## src/rtl/seq_alu.sv

```systemverilog
// seq_alu: registered, parametrised ALU with a start/busy/done handshake.
//
// Single-cycle ops (CLR/ADD/SUB/AND/PASS/SHL/CMP) are accepted from IDLE and
// complete on the accept edge. MUL runs a WIDTH-step shift-add on the latched
// operands and writes {Hi,Low} on completion.
//
// Ports:
//   clk, rst    clock and synchronous active-high reset
//   Start       request, accepted when Busy=0
//   Op[2:0]     operation select (sampled on accept)
//   A, B        operands (sampled on accept)
//   Result      registered result
//   Hi, Low     upper/lower half of the last product
//   Status      registered flags {Z,N,C,V}
//   Busy        multiply in progress
//   Done        one-cycle completion pulse
module seq_alu #(
  parameter int WIDTH = 16,
  parameter int SHW   = $clog2(WIDTH)
) (
  input  logic             clk,
  input  logic             rst,
  input  logic             Start,
  input  logic [2:0]       Op,
  input  logic [WIDTH-1:0] A,
  input  logic [WIDTH-1:0] B,
  output logic [WIDTH-1:0] Result,
  output logic [WIDTH-1:0] Hi,
  output logic [WIDTH-1:0] Low,
  output logic [3:0]       Status,
  output logic             Busy,
  output logic             Done
);

  typedef enum logic [2:0] {
    OP_CLR  = 3'b000,
    OP_ADD  = 3'b001,
    OP_SUB  = 3'b010,
    OP_AND  = 3'b011,
    OP_PASS = 3'b100,
    OP_SHL  = 3'b101,
    OP_MUL  = 3'b110,
    OP_CMP  = 3'b111
  } op_e;

  typedef enum logic {S_IDLE, S_MUL} state_e;

  localparam logic [SHW-1:0] CNT_LAST = SHW'(WIDTH - 1);

  state_e               state_q, state_d;
  logic [WIDTH-1:0]     result_q, result_d;
  logic [WIDTH-1:0]     hi_q, hi_d;
  logic [WIDTH-1:0]     lo_q, lo_d;
  logic [3:0]           status_q, status_d;
  logic                 busy_q, busy_d;
  logic                 done_q, done_d;
  // multiply datapath: multiplicand shifts left, multiplier shifts right
  logic [2*WIDTH-1:0]   mcand_q, mcand_d;
  logic [WIDTH-1:0]     mplr_q, mplr_d;
  logic [2*WIDTH-1:0]   acc_q, acc_d;
  logic [SHW-1:0]       cnt_q, cnt_d;

  // single-cycle arithmetic on the live operands (they are the accepted ones)
  logic [WIDTH:0]       sum, diff;
  logic [WIDTH-1:0]     shl;
  logic                 add_v, sub_v;
  logic [2*WIDTH-1:0]   acc_step;

  always_comb begin
    sum   = {1'b0, A} + {1'b0, B};
    diff  = {1'b0, A} - {1'b0, B};
    // any bit of B at or above SHW means the shift clears everything
    shl   = (|B[WIDTH-1:SHW]) ? '0 : (A << B[SHW-1:0]);
    add_v = (A[WIDTH-1] == B[WIDTH-1]) && (sum[WIDTH-1] != A[WIDTH-1]);
    sub_v = (A[WIDTH-1] != B[WIDTH-1]) && (diff[WIDTH-1] != A[WIDTH-1]);
    acc_step = acc_q + (mplr_q[0] ? mcand_q : '0);
  end

  always_comb begin
    state_d  = state_q;
    result_d = result_q;
    hi_d     = hi_q;
    lo_d     = lo_q;
    status_d = status_q;
    busy_d   = busy_q;
    done_d   = 1'b0;
    mcand_d  = mcand_q;
    mplr_d   = mplr_q;
    acc_d    = acc_q;
    cnt_d    = cnt_q;

    case (state_q)
      S_IDLE: begin
        if (Start) begin
          done_d = 1'b1;
          case (op_e'(Op))
            OP_CLR: begin
              result_d = '0;
              status_d = 4'b1000;
            end
            OP_ADD: begin
              result_d = sum[WIDTH-1:0];
              status_d = {sum[WIDTH-1:0] == '0, sum[WIDTH-1], sum[WIDTH], add_v};
            end
            OP_SUB: begin
              result_d = diff[WIDTH-1:0];
              status_d = {diff[WIDTH-1:0] == '0, diff[WIDTH-1], diff[WIDTH], sub_v};
            end
            OP_AND: begin
              result_d = A & B;
              status_d = {(A & B) == '0, A[WIDTH-1] & B[WIDTH-1], 2'b00};
            end
            OP_PASS: begin
              result_d = B;
              status_d = {B == '0, B[WIDTH-1], 2'b00};
            end
            OP_SHL: begin
              result_d = shl;
              status_d = {shl == '0, shl[WIDTH-1], 2'b00};
            end
            OP_CMP: begin
              // flags only; Result keeps its value
              status_d = {diff[WIDTH-1:0] == '0, diff[WIDTH-1], diff[WIDTH], sub_v};
            end
            OP_MUL: begin
              done_d  = 1'b0;
              state_d = S_MUL;
              busy_d  = 1'b1;
              mcand_d = {{WIDTH{1'b0}}, A};
              mplr_d  = B;
              acc_d   = '0;
              cnt_d   = '0;
            end
            default: done_d = 1'b0;
          endcase
        end
      end

      S_MUL: begin
        acc_d   = acc_step;
        mcand_d = mcand_q << 1;
        mplr_d  = mplr_q >> 1;
        cnt_d   = cnt_q + SHW'(1);
        // last step: publish the product directly from the adder output
        if (cnt_q == CNT_LAST) begin
          state_d  = S_IDLE;
          busy_d   = 1'b0;
          done_d   = 1'b1;
          hi_d     = acc_step[2*WIDTH-1:WIDTH];
          lo_d     = acc_step[WIDTH-1:0];
          result_d = acc_step[WIDTH-1:0];
          status_d = {acc_step == '0, 1'b0, 1'b0, acc_step[2*WIDTH-1:WIDTH] != '0};
        end
      end

      default: state_d = S_IDLE;
    endcase
  end

  always_ff @(posedge clk) begin
    if (rst) begin
      state_q  <= S_IDLE;
      result_q <= '0;
      hi_q     <= '0;
      lo_q     <= '0;
      status_q <= '0;
      busy_q   <= 1'b0;
      done_q   <= 1'b0;
      mcand_q  <= '0;
      mplr_q   <= '0;
      acc_q    <= '0;
      cnt_q    <= '0;
    end else begin
      state_q  <= state_d;
      result_q <= result_d;
      hi_q     <= hi_d;
      lo_q     <= lo_d;
      status_q <= status_d;
      busy_q   <= busy_d;
      done_q   <= done_d;
      mcand_q  <= mcand_d;
      mplr_q   <= mplr_d;
      acc_q    <= acc_d;
      cnt_q    <= cnt_d;
    end
  end

  assign Result = result_q;
  assign Hi     = hi_q;
  assign Low    = lo_q;
  assign Status = status_q;
  assign Busy   = busy_q;
  assign Done   = done_q;

endmodule

```

## config.mk

```make
export PLATFORM = sky130hd
export DESIGN_NAME = seq_alu
export DESIGN_NICKNAME = d
export VERILOG_FILES = /design/src/rtl/seq_alu.sv
export SDC_FILE = /design/constraint.sdc
export NUM_CORES = 1
export LEC_CHECK = 0
export ABC_AREA = 0
export BUFFER_PORTS_ARGS = -buffer_cell sky130_fd_sc_hd__buf_2
export CAP_MARGIN = 15
export CELL_PAD_IN_SITES_DETAIL_PLACEMENT = 1
export CELL_PAD_IN_SITES_GLOBAL_PLACEMENT = 1
export CORE_ASPECT_RATIO = 1.4
export CORE_MARGIN = 2
export CORE_UTILIZATION = 46
export CTS_BUF_LIST = sky130_fd_sc_hd__clkbuf_4
export DETAILED_ROUTE_END_ITERATION = 10
export PLACE_DENSITY_LB_ADDON = 0.08
export SYNTH_ARGS = -nofsm -noshare
export SYNTH_HDL_FRONTEND = slang
export SYNTH_SLANG_ARGS = --single-unit
```

## constraint.sdc

```tcl
create_clock -name clk -period 4.35 [get_ports clk]
set_input_delay 0.435 -clock clk [delete_from_list [all_inputs] [get_ports clk]]
set_output_delay 0.435 -clock clk [all_outputs]
set_load 0.02 [all_outputs]
```

After elaboration in Yosys (flattened, before gate mapping)
Index checks and enable logic that the tools add are counted.

$add $sub $neg: 4. Multiply operators: 0. Divide/modulo/power cells: 0. $lt $le $gt $ge: 0. Equality and inequality tests: 17. Shifts and indexed selects: 1. Muxes and demuxes: 34. Bitwise logic cells: 3. Reduce and logical (&&, ||, !) cells: 17.

Operators by type and width (count): 2-to-1 mux 32 bit (5); one-hot mux 32 bit (2 select lines) (2); one-hot mux 16 bit (6 select lines) (1); zero test 16 bit (5); 2-to-1 mux 16 bit (5); one-hot mux 16 bit (2 select lines) (2); adder 32 bit (1); zero test 32 bit (1); one-hot mux 4 bit (6 select lines) (1); adder 16 x 16 -> 17 bit (1); subtractor 16 x 16 -> 17 bit (1); AND 16 bit (1); 2-to-1 mux 4 bit (4); one-hot mux 4 bit (2 select lines) (2); nonzero test 16 bit (1); left shift 16 x 4 -> 16 bit (1); equality test 3 bit, second input constant (4); OR reduction 12 bit (1); 2-to-1 mux 1 bit (9); AND reduction 3 bit (3); inequality test 7 x 1 -> 1 bit, second input constant (1); inequality test 7 x 2 -> 1 bit, second input constant (1); equality test 3 x 2 -> 1 bit, second input constant (2); one-hot mux 1 bit (2 select lines) (3); other kinds (13) (18).

Bits in registers: 139. Bits in latches: 0. RAM bits: 0. Bits in read-only memories: 0. Input bits: 38. Word-level logic and storage cells: 87. Memories: 0.

Depth between registers and ports, before layout
Depth after elaboration: 6. Mapped depth: 15. Depth with buffers taken out: 14.

Least setup slack after synthesis
No wires, ideal clock.

Path type: reg2reg. Start point: register mplr_q[0]. End point: register status_q[3], in the netlist Status[3]. Setup time: 79 ps. Arrival: 3904 ps. Data required time: 4271 ps. Path slack: 367 ps. Cell stages (with the launch flop): 16. Period minus slack after synthesis: 3983 ps. Path through: dfxtp_1 clkbuf_1 and2_1 ha_1 inv_1 fa_1 nor2b_1 o211ai_1 a21oi_1 a21oi_1 o31ai_1 xor2_1 or4b_1 or4_1 or4_1 o211ai_1.

Word-level cells in the longest chain between the ends: 5.

RTL lines: start: declaration (line 59) `logic [WIDTH-1:0] mplr_q, mplr_d;`; start signal: assignment (line 182) `mplr_q <= mplr_d;`; 2-to-1 mux 32 bit (line 76) `acc_step = acc_q + (mplr_q[0] ? mcand_q : '0);`; adder 32 bit (line 76); zero test 32 bit (line 152) `status_d = {acc_step == '0, 1'b0, 1'b0, acc_step[2*WIDTH-1:WIDTH] != '0};`; 2-to-1 mux 4 bit (line 145) `if (cnt_q == CNT_LAST) begin`; one-hot mux 4 bit (2 select lines) (line 92) `case (state_q)`; end signal: assignment (line 178) `status_q <= status_d;`; end: declaration (line 54) `logic [3:0] status_q, status_d;`.

Every way passes these cells. The select of a mux whose other input is x is not followed. A chain may end at the register's enable or synchronous reset.

Worst setup path in the final report
Ends and elaborated chain as after synthesis.

==> results.cfg <==
[placement]
gp_congestion = 0.983
io_buffers = 91
place_area_mm2 = 0.0109
pre_cts_slack_ns = 0.0404
hpwl_um = 30000

[synthesis]
synth_seq_cells = 139
yosys-top-cells-area = dfxtp_1 28%, ha_1 8.2%, nor2_1 6.1%
synth-edff-count = 0
yosysMostFrequentCell = nor2_1
synthCells = 1320
ys_dominant_reg_cell = dfxtp_1
async_reset_ff_frac = 0
syn_nets = 1427
synthTopCellsByCount = 164 x nor2_1, 159 x nand2_1, 139 x dfxtp_1
netlist_area_mm2 = 0.0101
synth_area_per_cell_um2 = 7.66
synth_area_leader_cell = dfxtp_1
ys_warn_count = 0
ys_types = 75
yosysSeqAreaShare = 0.275
yosysTopAreaCellShare = 0.275

[sta]
period_share = 0.951
setup_ws_ns = 0.212
tightest_slew_ns = 1.10
fmaxAchievable_ghz = 0.242
finalCriticalPeriod_ns = 4.14
setup_violations = 0
hold_slack_ns = 0.174
hold_violations = 0
skew_ns = 0.0428
slew_viol_final = 0
fin_setup_tns_ns = 0
maxSlewHeadroom = 0.263

[final_layout]
num-nets-final = 1490
drive_above_1_share = 0.148
area_growth_pct = 12.6
stdcell_area_mm2 = 0.0114
final_util = 0.525

[routing]
drc = 0
wirelength_um = 39300
ant_nets = 0
route.vias.total = 10600
dr.pass1.iters = 8
initialDrtViolationCount = 956
viasPerCell = 6.28
wire_per_inst_um = 23.2

[worst_setup_path]
crit_arrival_ns = 4.67
end_kind = flip-flop
crit_fanout = 3
cpPeakStageDelay_ns = 0.56
path_class = flip-flop to flip-flop
cp-start-kind = flip-flop
critical_path_required_ns = 4.88
crit_chain = and2_1 > ha_1 > inv_1 > fa_1 > nor2b_1 > o211ai_1 > a21oi_2 > a21oi_1 > o31ai_2 > xor2_1 > or4b_1 > or4_1 > or4_1 > o211ai_1
slowest_stage = or4b_1

[cts]
clock-sinks = 139
htreeDepth = 4
cts_hold_buf = 0
numCtsBuffers = 17
clock_path_buffers = 2
clk_latency_ns = 0.64
cts_tree = yes
root_buffer = clkbuf_4
clk_pin_slew_ns = 0.14

[global_routing]
grt-busiest-layer = met2
grt_pass1_wl_um = 61000
use_met2 = 0.608
grtUsageMet1 = 0.381
met3_usage = 0.0411
grt_pass1_vias = 10900
grt.total_usage = 0.340
antenna_found_initial = 1
grt_max_degree = 77
grt-ovfl-total = 0

[pwr]
peakVddDrop_mv = 0.166
p_int_w = 0.00207
p_sw_frac = 0.329
p_sw_w = 0.00101
powerDensity_mw_per_mm2 = 270
pwr-share-clk = 0.350
power_leakage_nw = 4.65
p_seq_frac = 0.427
p_comb_frac = 0.223

[status]
status = completed

[run]
max-cap-violations = 0

[worst_hold_path]
hp-class = input port to flip-flop

[floorplan]
num_rows = 64
start_util = 0.466
dieWidth_um = 129
ioPinCount = 92
die_y_um = 179
die-area_mm2 = 0.0232
core-area_mm2 = 0.0217
flip-flops by register name (all words and copies together) (netlist names):
name	count
Result	16
mplr_q	16
Status	4
Done	1
state_q	1
cnt_q	4
Busy	1
Hi	16
acc_q	32
Low	16
mcand_q	32
path summary, 6_finish.rpt:
check	slack, ns	start	depth (start not counted)	end
worst min-delay path	0.17	A[14]	3	mcand_q[14]
worst max-delay path	0.21	mplr_q[0]	14	Status[3]
worst max register to register	0.21	mplr_q[0]	14	Status[3]
worst min register to register	0.46	Low[15]	2	Low[15]
critical path, delay by kind of cell (launching register included):
| kind | cells | cell delay (ns) |
|---|---|---|
| and+or+nand+nor | 5 | 1.79 |
| AOI/OAI and AO/OA | 5 | 1.02 |
| adders and majority gates | 2 | 0.62 |
| xor gates and xnor gates | 1 | 0.15 |
| DFF | 1 | 0.40 |
| buffers and inverters | 1 | 0.08 |
final cells by class:
cell class                 count  area, um2
antenna                        1       2.50
clock buffer                  19        143
clock inverter                13        214
fill                        2733      10300
inverter                      41        154
multi-input combinational   1048       6910
sequential                   139       2790
tap                          297        372
timing repair buffer         136        808
metal layers:
layer | vias up | routed length (um)
met1 | 5252 | 15100
met5 | - | 0
li1 | 4945 | -
met4 | 0 | 2360
met2 | 331 | 20400
met3 | 107 | 1420
logic make-up after synthesis:
family | share of synthesized area
compound gates | 0.266
xor+xnor | 0.0511
fa+ha+maj | 0.0876
buf+inv | 0.0495
flops | 0.275
mux | 0.0479
simple gates | 0.223
stage by stage:
stage | std cells | total power [W]
after global placement | 1658 | 0.00201
after CTS | 1690 | 0.00308
after global routing | 1694 | 0.00320
after detailed placement | 1658 | 0.00202
final | 1694 | 0.00308
after floorplan | 1320 | 0.00176
power by group through the flow:
stage / clock network (W) / registers [W] / logic, W
finish: 0.00108 / 0.00131 / 0.000685
global route: 0.00114 / 0.00132 / 0.000738
CTS: 0.00109 / 0.00131 / 0.000676
detailed placement: 0 / 0.00134 / 0.000674
global placement: 0 / 0.00134 / 0.000666
floorplan: 0 / 0.00135 / 0.000410
repair_timing:
item / CTS / global route
setup endpoints to repair: 1 / 2
pin swaps: 0 / 2
buffers inserted: 0 / 3
hold endpoints to repair: 0 / 0
gates resized for setup: 1 / 7
cell usage in the layout, fill, tap and decap left out, types with 31 or more instances in the layout:
cell	n
dfxtp_1	138
and2_1	34
nand2_1	159
a222oi_1	31
ha_1	63
o21ai_0	52
a21oi_1	111
nor2_1	163
a22oi_1	52
xnor2_1	38
buf_2	90
inv_1	39
buf_4	45
No activity file was read; power rests on OpenSTA's default activity.
